## config.mk

```make
export PLATFORM = sky130hd
export DESIGN_NAME = mem_i_d_arbiter
export DESIGN_NICKNAME = d
export VERILOG_FILES = /design/src/rtl/mem_i_d_arbiter.sv
export SDC_FILE = /design/constraint.sdc
export NUM_CORES = 1
export LEC_CHECK = 0
export ABC_CLOCK_PERIOD_IN_PS = 4710
export BUFFER_PORTS_ARGS = -buffer_cell sky130_fd_sc_hd__buf_4
export CAP_MARGIN = 20
export CORE_MARGIN = 3
export CORE_UTILIZATION = 45
export CTS_BUF_LIST = sky130_fd_sc_hd__clkbuf_16
export DETAILED_ROUTE_END_ITERATION = 12
export PLACE_DENSITY_LB_ADDON = 0.12
export SLEW_MARGIN = 20
export SYNTH_ARGS = -nofsm -noshare
export SYNTH_HDL_FRONTEND = slang
export SYNTH_SLANG_ARGS = --single-unit
```

## constraint.sdc

```tcl
create_clock -name clk -period 4.71 [get_ports clk]
set_input_delay 0.2355 -clock clk [delete_from_list [all_inputs] [get_ports clk]]
set_output_delay 0.2355 -clock clk [all_outputs]
set_load 0.1 [all_outputs]
```

## src/rtl/mem_i_d_arbiter.sv

```systemverilog
// mem_i_d_arbiter: shares one single-port unified BRAM between the CPU fetch
// port (I) and the load/store port (D). One access is issued per cycle and
// its response returns exactly one cycle later.
// Build option: define MEMARB_RR_EN for round-robin contest resolution;
// otherwise D has fixed priority with a starvation override for I.
module mem_i_d_arbiter #(
  parameter int ADDR_W     = 13,
  parameter int DATA_W     = 32,
  parameter int STARVE_MAX = 8
) (
  input  logic              clk,
  input  logic              rst,
  input  logic              i_req,
  input  logic [ADDR_W-1:0] i_addr,
  output logic              i_gnt,
  output logic              i_rdy,
  output logic [DATA_W-1:0] i_rdata,
  input  logic              d_req,
  input  logic              d_we,
  input  logic [ADDR_W-1:0] d_addr,
  input  logic [DATA_W-1:0] d_wdata,
  output logic              d_gnt,
  output logic              d_rdy,
  output logic [DATA_W-1:0] d_rdata,
  output logic              mem_w_en,
  output logic [ADDR_W-1:0] mem_addr,
  output logic [DATA_W-1:0] mem_d_in,
  input  logic [DATA_W-1:0] mem_d_out
);

  logic              contest;
  logic [ADDR_W-1:0] mem_addr_reg;
  logic              rsp_v_reg;
  logic              rsp_port_reg;   // 1 = response belongs to I, 0 = D
  logic              rsp_we_reg;
  logic [DATA_W-1:0] i_hold_reg;
  logic [DATA_W-1:0] d_hold_reg;

  assign contest = i_req & d_req;

`ifdef MEMARB_RR_EN
  // 0 = D wins the next contest, 1 = I wins the next contest
  logic rr_ptr_reg;

  // Grant selection: contested cycles go to the port rr_ptr favours
  always_comb begin
    i_gnt = 1'b0;
    d_gnt = 1'b0;
    if (!rst) begin
      if (contest) begin
        i_gnt = rr_ptr_reg;
        d_gnt = ~rr_ptr_reg;
      end else begin
        i_gnt = i_req;
        d_gnt = d_req;
      end
    end
  end

  // Flip the preference after every contested grant
  always_ff @(posedge clk or posedge rst) begin
    if (rst) begin
      rr_ptr_reg <= 1'b0;
    end else if (contest) begin
      rr_ptr_reg <= ~rr_ptr_reg;
    end
  end
`else
  localparam logic [7:0] STARVE_LIM = 8'(STARVE_MAX);
  logic [7:0] starve_cnt_reg;

  // Grant selection: D wins contests unless I has waited STARVE_MAX cycles
  always_comb begin
    i_gnt = 1'b0;
    d_gnt = 1'b0;
    if (!rst) begin
      if (contest) begin
        i_gnt = (starve_cnt_reg == STARVE_LIM);
        d_gnt = (starve_cnt_reg != STARVE_LIM);
      end else begin
        i_gnt = i_req;
        d_gnt = d_req;
      end
    end
  end

  // Count consecutive cycles I is kept waiting, saturating at the limit
  always_ff @(posedge clk or posedge rst) begin
    if (rst) begin
      starve_cnt_reg <= 8'd0;
    end else if (!i_req || i_gnt) begin
      starve_cnt_reg <= 8'd0;
    end else if (starve_cnt_reg != STARVE_LIM) begin
      starve_cnt_reg <= starve_cnt_reg + 8'd1;
    end
  end
`endif

  // Idle cycles replay the last address so the BRAM output stays stable
  assign mem_addr = i_gnt ? i_addr : (d_gnt ? d_addr : mem_addr_reg);
  assign mem_w_en = d_gnt & d_we;
  assign mem_d_in = d_wdata;

  // Remember the last issued address and capture the response tag
  always_ff @(posedge clk or posedge rst) begin
    if (rst) begin
      mem_addr_reg <= '0;
      rsp_v_reg    <= 1'b0;
      rsp_port_reg <= 1'b0;
      rsp_we_reg   <= 1'b0;
    end else begin
      if (i_gnt || d_gnt) begin
        mem_addr_reg <= mem_addr;
      end
      rsp_v_reg    <= i_gnt | d_gnt;
      rsp_port_reg <= i_gnt;
      rsp_we_reg   <= d_gnt & d_we;
    end
  end

  assign i_rdy = rsp_v_reg & rsp_port_reg;
  assign d_rdy = rsp_v_reg & ~rsp_port_reg;

  // Hold the most recent read data of each port between responses
  always_ff @(posedge clk or posedge rst) begin
    if (rst) begin
      i_hold_reg <= '0;
      d_hold_reg <= '0;
    end else begin
      if (i_rdy) begin
        i_hold_reg <= mem_d_out;
      end
      if (d_rdy && !rsp_we_reg) begin
        d_hold_reg <= mem_d_out;
      end
    end
  end

  // Read data passes straight through in the rdy cycle of a read
  assign i_rdata = i_rdy ? mem_d_out : i_hold_reg;
  assign d_rdata = (d_rdy && !rsp_we_reg) ? mem_d_out : d_hold_reg;

endmodule

```

==> impl_metrics.json, run 1 <==
{
  "fin_cells": 549,
  "p_sw_mw": 1.56,
  "syn_inst": 327,
  "fmax_ghz": 0.358,
  "crit_arrival_ns": 2.56,
  "design_area_um2": 5360,
  "clockBufferDepth": 2,
  "synthArstFlopShare": 1.00,
  "pin_count": 209,
  "synth_top_area_cell": "dfrtp_1",
  "ctsResizeCount": 0,
  "gr-total-overflow": 0,
  "ant_nets": 0,
  "synth_top_area_share": 0.529,
  "synth_edf_count": 0,
  "cts_buffers": 9,
  "routed_wirelength_mm": 9.29,
  "dpl_cell_area_um2": 5050,
  "synth-seq-cells": 88,
  "synth_warnings": 0,
  "rsz0062_at_grt": "false",
  "slew_violations": 0,
  "die_w_um": 102,
  "crit_fanout": 26,
  "synthTopCellsByCount": "88 x dfrtp_1, 61 x mux2_2, 32 x buf_4, 26 x a221o_2, 16 x nor2b_1",
  "drc": 0,
  "dp.cells": 532,
  "skew_ns": 0.0110,
  "io_buffer_count": 144,
  "syn_avg_cell_area_um2": 12.7,
  "vias_per_cell": 5.37,
  "cts-root-buf": "clkbuf_16",
  "outcome": "finished clean",
  "reg2reg_from": "starve_cnt_reg[5]",
  "slew_headroom": 0.361,
  "drv_cap": 0,
  "min_from": "d_we",
  "coreArea_um2": 8850,
  "netlist_area_um2": 4170,
  "first_iter_violations": 85,
  "timing_hold_violations_final": 0,
  "hp-class": "input port to flip-flop",
  "path_class": "flip-flop to output port",
  "critPathCaptureType": "output port",
  "seq_power_share": 0.289,
  "whs_path_depth": 2,
  "cts.htree.levels": 3,
  "period_share": 0.593,
  "wire_per_inst_um": 16.9,
  "dp_hpwl_mm": 6.51,
  "irDropWorstVdd_mv": 0.313,
  "power.leakage_nw": 2.48,
  "fin_crit_ns": 2.79,
  "yosysMostFrequentCell": "dfrtp_1",
  "p_int_mw": 1.65,
  "critPathRequiredTime_ns": 4.47,
  "ff2ff_path_depth": 4,
  "fin_nets": 534,
  "tightestPinTransition_ns": 0.957,
  "switching_share": 0.485,
  "r2r_end": "mem_addr_reg[12]",
  "n_antenna_cell": 0,
  "die_h_um": 102,
  "yosysUniqueCellTypes": 31,
  "rows": 34,
  "grt_pass1_vias": 2942,
  "cts_tree": "yes",
  "clockPowerShare": 0.217,
  "power_density_nw_per_um2": 598,
  "synthFlopType": "dfrtp_1",
  "cts_num_sinks": 88,
  "antenna_found_initial": 0,
  "gp_congestion": 0.746,
  "grt_max_degree": 77,
  "synthesis.nets": 424,
  "clkSlewWorstSetupHoldPaths_ns": 0.07,
  "area_delta_synth_final_pct": 28.7,
  "setup_viol": 0,
  "grt_pass1_wl_mm": 14.9,
  "p_comb_frac": 0.495,
  "dieArea_um2": 10500,
  "vias": 2947,
  "min_to": "rsp_we_reg",
  "dr.pass1.iters": 4,
  "finalHoldWorstSlack_ns": 0.141,
  "drive_gt1_frac": 0.578,
  "initial_core_util": 0.471,
  "setup_total_negative_slack_ns": 0,
  "grt_usage": 0.179,
  "yosys-top-cells-area": "dfrtp_1 53%, mux2_2 16%, a221o_2 7.0%",
  "clock_latency_ns": 0.33,
  "worst-r2r-setup-slack_ns": 2.66,
  "synth.yosys.seq_area_share": 0.529,
  "crit_path_start_kind": "flip-flop"
}
layer usage:
metal	vias up	global-route usage	wire, um
li1	1360	-	-
met2	127	0.295	4530
met1	1442	0.231	3960
met4	0	0.0656	116
met3	18	0.0410	689
met5	-	0	0
cell usage in the layout (no fill, tap or decap), types with 2 or more instances in the layout:
cell type,n
ha_1,2
dfrtp_1,88
clkbuf_16,9
a221o_2,26
mux2_2,61
a21oi_1,13
clkinv_2,2
mux2_1,3
xor2_1,5
inv_1,4
buf_4,147
and2_1,2
nor2_1,8
nor2b_1,15
nand3_1,7
o21ai_0,14
nand2_1,15
clkinv_4,2
and3_1,2
power by group through the flow:
stage / clock network (mW) / logic, mW / registers [mW]
floorplan: 0 / 1.43 / 0.930
global placement: 0 / 1.58 / 0.933
detailed placement: 0 / 1.59 / 0.941
CTS: 0.716 / 1.60 / 0.928
global route: 0.746 / 1.64 / 0.939
finish: 0.695 / 1.59 / 0.927
stage by stage:
step                power (mW)  utilization  setup WS [ns]
finish                    3.21        0.606           1.92
global route              3.33        0.606           1.76
CTS                       3.24        0.605           1.59
detailed placement        2.53        0.570           1.94
global placement          2.52        0.570           1.97
floorplan                 2.36            -           1.31
cells by family (layout without fill, tap and decap cells):
group,after synthesis,count (layout),share of synthesized area
simple gates,54,54,0.0727
mux,64,64,0.173
flops,88,88,0.529
compound gates,58,58,0.115
buf+inv,55,169,0.0925
xor+xnor,6,6,0.0126
fa+ha+maj,2,2,0.00601
timing repair:
action                                  CTS  global route
endpoints found under the setup margin    0             0
hold buffers                              1             0
buffers inserted                          0             0
endpoints found under the hold margin    12             0
worst max-delay path: stages, from the launching register on:
cell and delay [ns]:
dfrtp_1 0.45, inv_1 0.07, ha_1 0.22, nand4b_4 0.16, and2_1 0.73, a221o_2 0.30, buf_4 0.29
layout make-up:
| cell class | instances | area, um^2 |
|---|---|---|
| clock buffers | 9 | 225 |
| clock inverters | 6 | 68.8 |
| fillers | 744 | 3490 |
| inverters | 5 | 20.0 |
| multi-input cells | 184 | 1590 |
| flip-flops and latches | 88 | 2200 |
| well taps | 108 | 135 |
| repair buffers | 149 | 1120 |
worst max-delay path by stage:
stage / start / endpoint / slack [ns] / depth (start not counted)
2_1_floorplan: rsp_port_reg / d_hold_reg[19] / 1.31 / 5
3_3_place_gp: starve_cnt_reg[5] / mem_addr[3] / 1.97 / 5
3_5_place_dp: starve_cnt_reg[5] / mem_addr[3] / 1.94 / 5
4_1_cts: starve_cnt_reg[5] / mem_addr[5] / 1.59 / 5
5_1_grt: starve_cnt_reg[0] / mem_addr[5] / 1.76 / 6
6_report: starve_cnt_reg[0] / mem_addr[5] / 1.92 / 6
(Power assumes the default switching activity.)
==> inputs of run 2 (changes only) <==
--- a/config.mk
+++ b/config.mk
@@ -5,7 +5,7 @@
 export SDC_FILE = /design/constraint.sdc
 export NUM_CORES = 1
 export LEC_CHECK = 0
-export ABC_CLOCK_PERIOD_IN_PS = 4710
+export ABC_CLOCK_PERIOD_IN_PS = 2800
 export BUFFER_PORTS_ARGS = -buffer_cell sky130_fd_sc_hd__buf_4
 export CAP_MARGIN = 20
 export CORE_MARGIN = 3
==> constraint.sdc (replaced) <==
create_clock -name clk -period 2.8 [get_ports clk]
set_input_delay 0.14 -clock clk [delete_from_list [all_inputs] [get_ports clk]]
set_output_delay 0.14 -clock clk [all_outputs]
set_load 0.1 [all_outputs]
==> run 2 against run 1 <==
  * Utilization is essentially flat
  * Non-clock buffer count grew 1
  * Count of clock-buffer cells in the layout is the same
  * Combinational power grew 68%
  * Worst hold slack lost 0.096 ns
  * Via count grew 0.75%
  * Critical path type unchanged
  * Clock power grew 61%
  * First-iteration DRC count grew 27%
  * Largest power group unchanged
  * Final cell count grew 0.36%
==> impl_metrics.json, run 2 (synthesis gave the netlist of run 1 again) <==
{
  "grt_max_degree": 89,
  "power.leakage_nw": 2.49,
  "drive_gt1_frac": 0.585,
  "outcome": "finished clean",
  "grt_usage": 0.180,
  "vias_per_cell": 5.39,
  "n_antenna_cell": 0,
  "die_w_um": 102,
  "period_share": 0.891,
  "rows": 34,
  "area_delta_synth_final_pct": 28.8,
  "grt_pass1_vias": 2964,
  "design_area_um2": 5370,
  "dpl_cell_area_um2": 5080,
  "gp_congestion": 0.806,
  "irDropWorstVdd_mv": 0.442,
  "rsz0062_at_grt": "false",
  "crit_path_start_kind": "flip-flop",
  "finalHoldWorstSlack_ns": 0.0455,
  "r2r_end": "mem_addr_reg[4]",
  "gr-total-overflow": 0,
  "fin_nets": 535,
  "reg2reg_from": "starve_cnt_reg[5]",
  "timing_hold_violations_final": 0,
  "tightestPinTransition_ns": 0.789,
  "fin_cells": 551,
  "power_density_nw_per_um2": 996,
  "pin_count": 209,
  "final_cell_mix": "149 x buf_4, 88 x dfrtp_1, 61 x mux2_2, 26 x a221o_2, 15 x nand2_1",
  "critPathRequiredTime_ns": 2.66,
  "clockBufferDepth": 2,
  "path_class": "flip-flop to output port",
  "cts_num_sinks": 88,
  "dr.pass1.iters": 4,
  "dieArea_um2": 10500,
  "vias": 2969,
  "antenna_found_initial": 0,
  "ff2ff_path_depth": 4,
  "whs_path_depth": 2,
  "slew_headroom": 0.474,
  "crit_fanout": 26,
  "total_power_mw": 5.34,
  "cts.htree.levels": 3,
  "setup_total_negative_slack_ns": 0,
  "clock_latency_ns": 0.33,
  "grt_pass1_wl_mm": 14.8,
  "ant_nets": 0,
  "min_from": "d_we",
  "setup_viol": 0,
  "fillers": 729,
  "die_h_um": 102,
  "cts_buffers": 9,
  "initial_core_util": 0.471,
  "routed_wirelength_mm": 9.30,
  "final_common_cell": "buf_4",
  "min_to": "rsp_we_reg",
  "io_buffer_count": 144,
  "coreArea_um2": 8850,
  "holdBufCountCts": 0,
  "crit_arrival_ns": 2.36,
  "fin_crit_ns": 2.50,
  "first_iter_violations": 108,
  "drc": 0,
  "worst-r2r-setup-slack_ns": 0.89,
  "slew_violations": 0,
  "post-cts-setup-buffer-count": 0,
  "cts-root-buf": "clkbuf_16",
  "critPathCaptureType": "output port",
  "hp-class": "input port to flip-flop",
  "fmax_ghz": 0.401,
  "cts_tree": "yes",
  "dp_hpwl_mm": 6.51,
  "wire_per_inst_um": 16.9,
  "dp.cells": 535,
  "drv_cap": 0,
  "clkSlewWorstSetupHoldPaths_ns": 0.07,
  "skew_ns": 0.00650
}
[run 2: changes by cell type in the layout (fill, tap and decap cells not counted)]
cell,previous run,this run
clkinv_1,0,1
and2_2,0,1
clkinv_2,2,1
dlygate4sd3_1,1,0
and2_1,2,1
inv_8,0,1
nor2b_4,1,2
inv_6,1,2
bufinv_16,1,0
buf_4,147,149
nor2b_1,15,14
[run 2: how the worst max path moves through the flow]
stage / to / slack, ns / cells past startpoint / start
final: mem_addr[12] / 0.30 / 5 / starve_cnt_reg[5]
after CTS: mem_addr[12] / 0.07 / 6 / starve_cnt_reg[0]
after detailed placement: mem_addr[12] / 0.46 / 6 / starve_cnt_reg[0]
after floorplan: rsp_we_reg / 0.08 / 5 / rst
after global placement: mem_addr[4] / 0.48 / 6 / starve_cnt_reg[0]
after global routing: mem_addr[12] / 0.19 / 5 / starve_cnt_reg[5]
[run 2: per-layer routing]
| layer | part of all wire | track usage | routed length [um] |
|---|---|---|---|
| met1 | 0.43 | 0.225 | 3960 |
| met2 | 0.47 | 0.294 | 4400 |
| met5 | 0 | 0 | 0 |
| met3 | 0.079 | 0.0553 | 732 |
| met4 | 0.021 | 0.0706 | 199 |
[run 2: final cells by class]
class	instances	area, um^2	area share
Clock buffer	9	225	0.0420
Clock inverter	7	55.1	0.0103
Inverter	5	22.5	0.00420
Multi-Input combinational cell	184	1600	0.297
Sequential cell	88	2200	0.410
Tap cell	108	135	0.0252
Timing Repair Buffer	150	1130	0.211
[run 2: power by group]
group,switching (mW),internal [mW]
combinational,2.08,0.594
clock,0.507,0.612
sequential,0.0607,1.50
total,2.64,2.70
[run 2: metrics by stage]
step	util	worst slack, ns
finish	0.606	0.304
global route	0.606	0.188
CTS	0.606	0.0685
detailed placement	0.574	0.457
global placement	0.574	0.477
floorplan	-	0.0814
[run 2: worst max-delay path, stage by stage (launching register included)]
cell	delay (ns)
dfrtp_1	0.44
nor4_4	0.35
nand4b_4	0.21
and2_2	0.38
a221o_2	0.40
buf_4	0.24
[run 2: timing repair]
item,CTS,global route
endpoints found under the setup margin,0,13
gates resized for setup,0,1
hold endpoints to repair,0,0
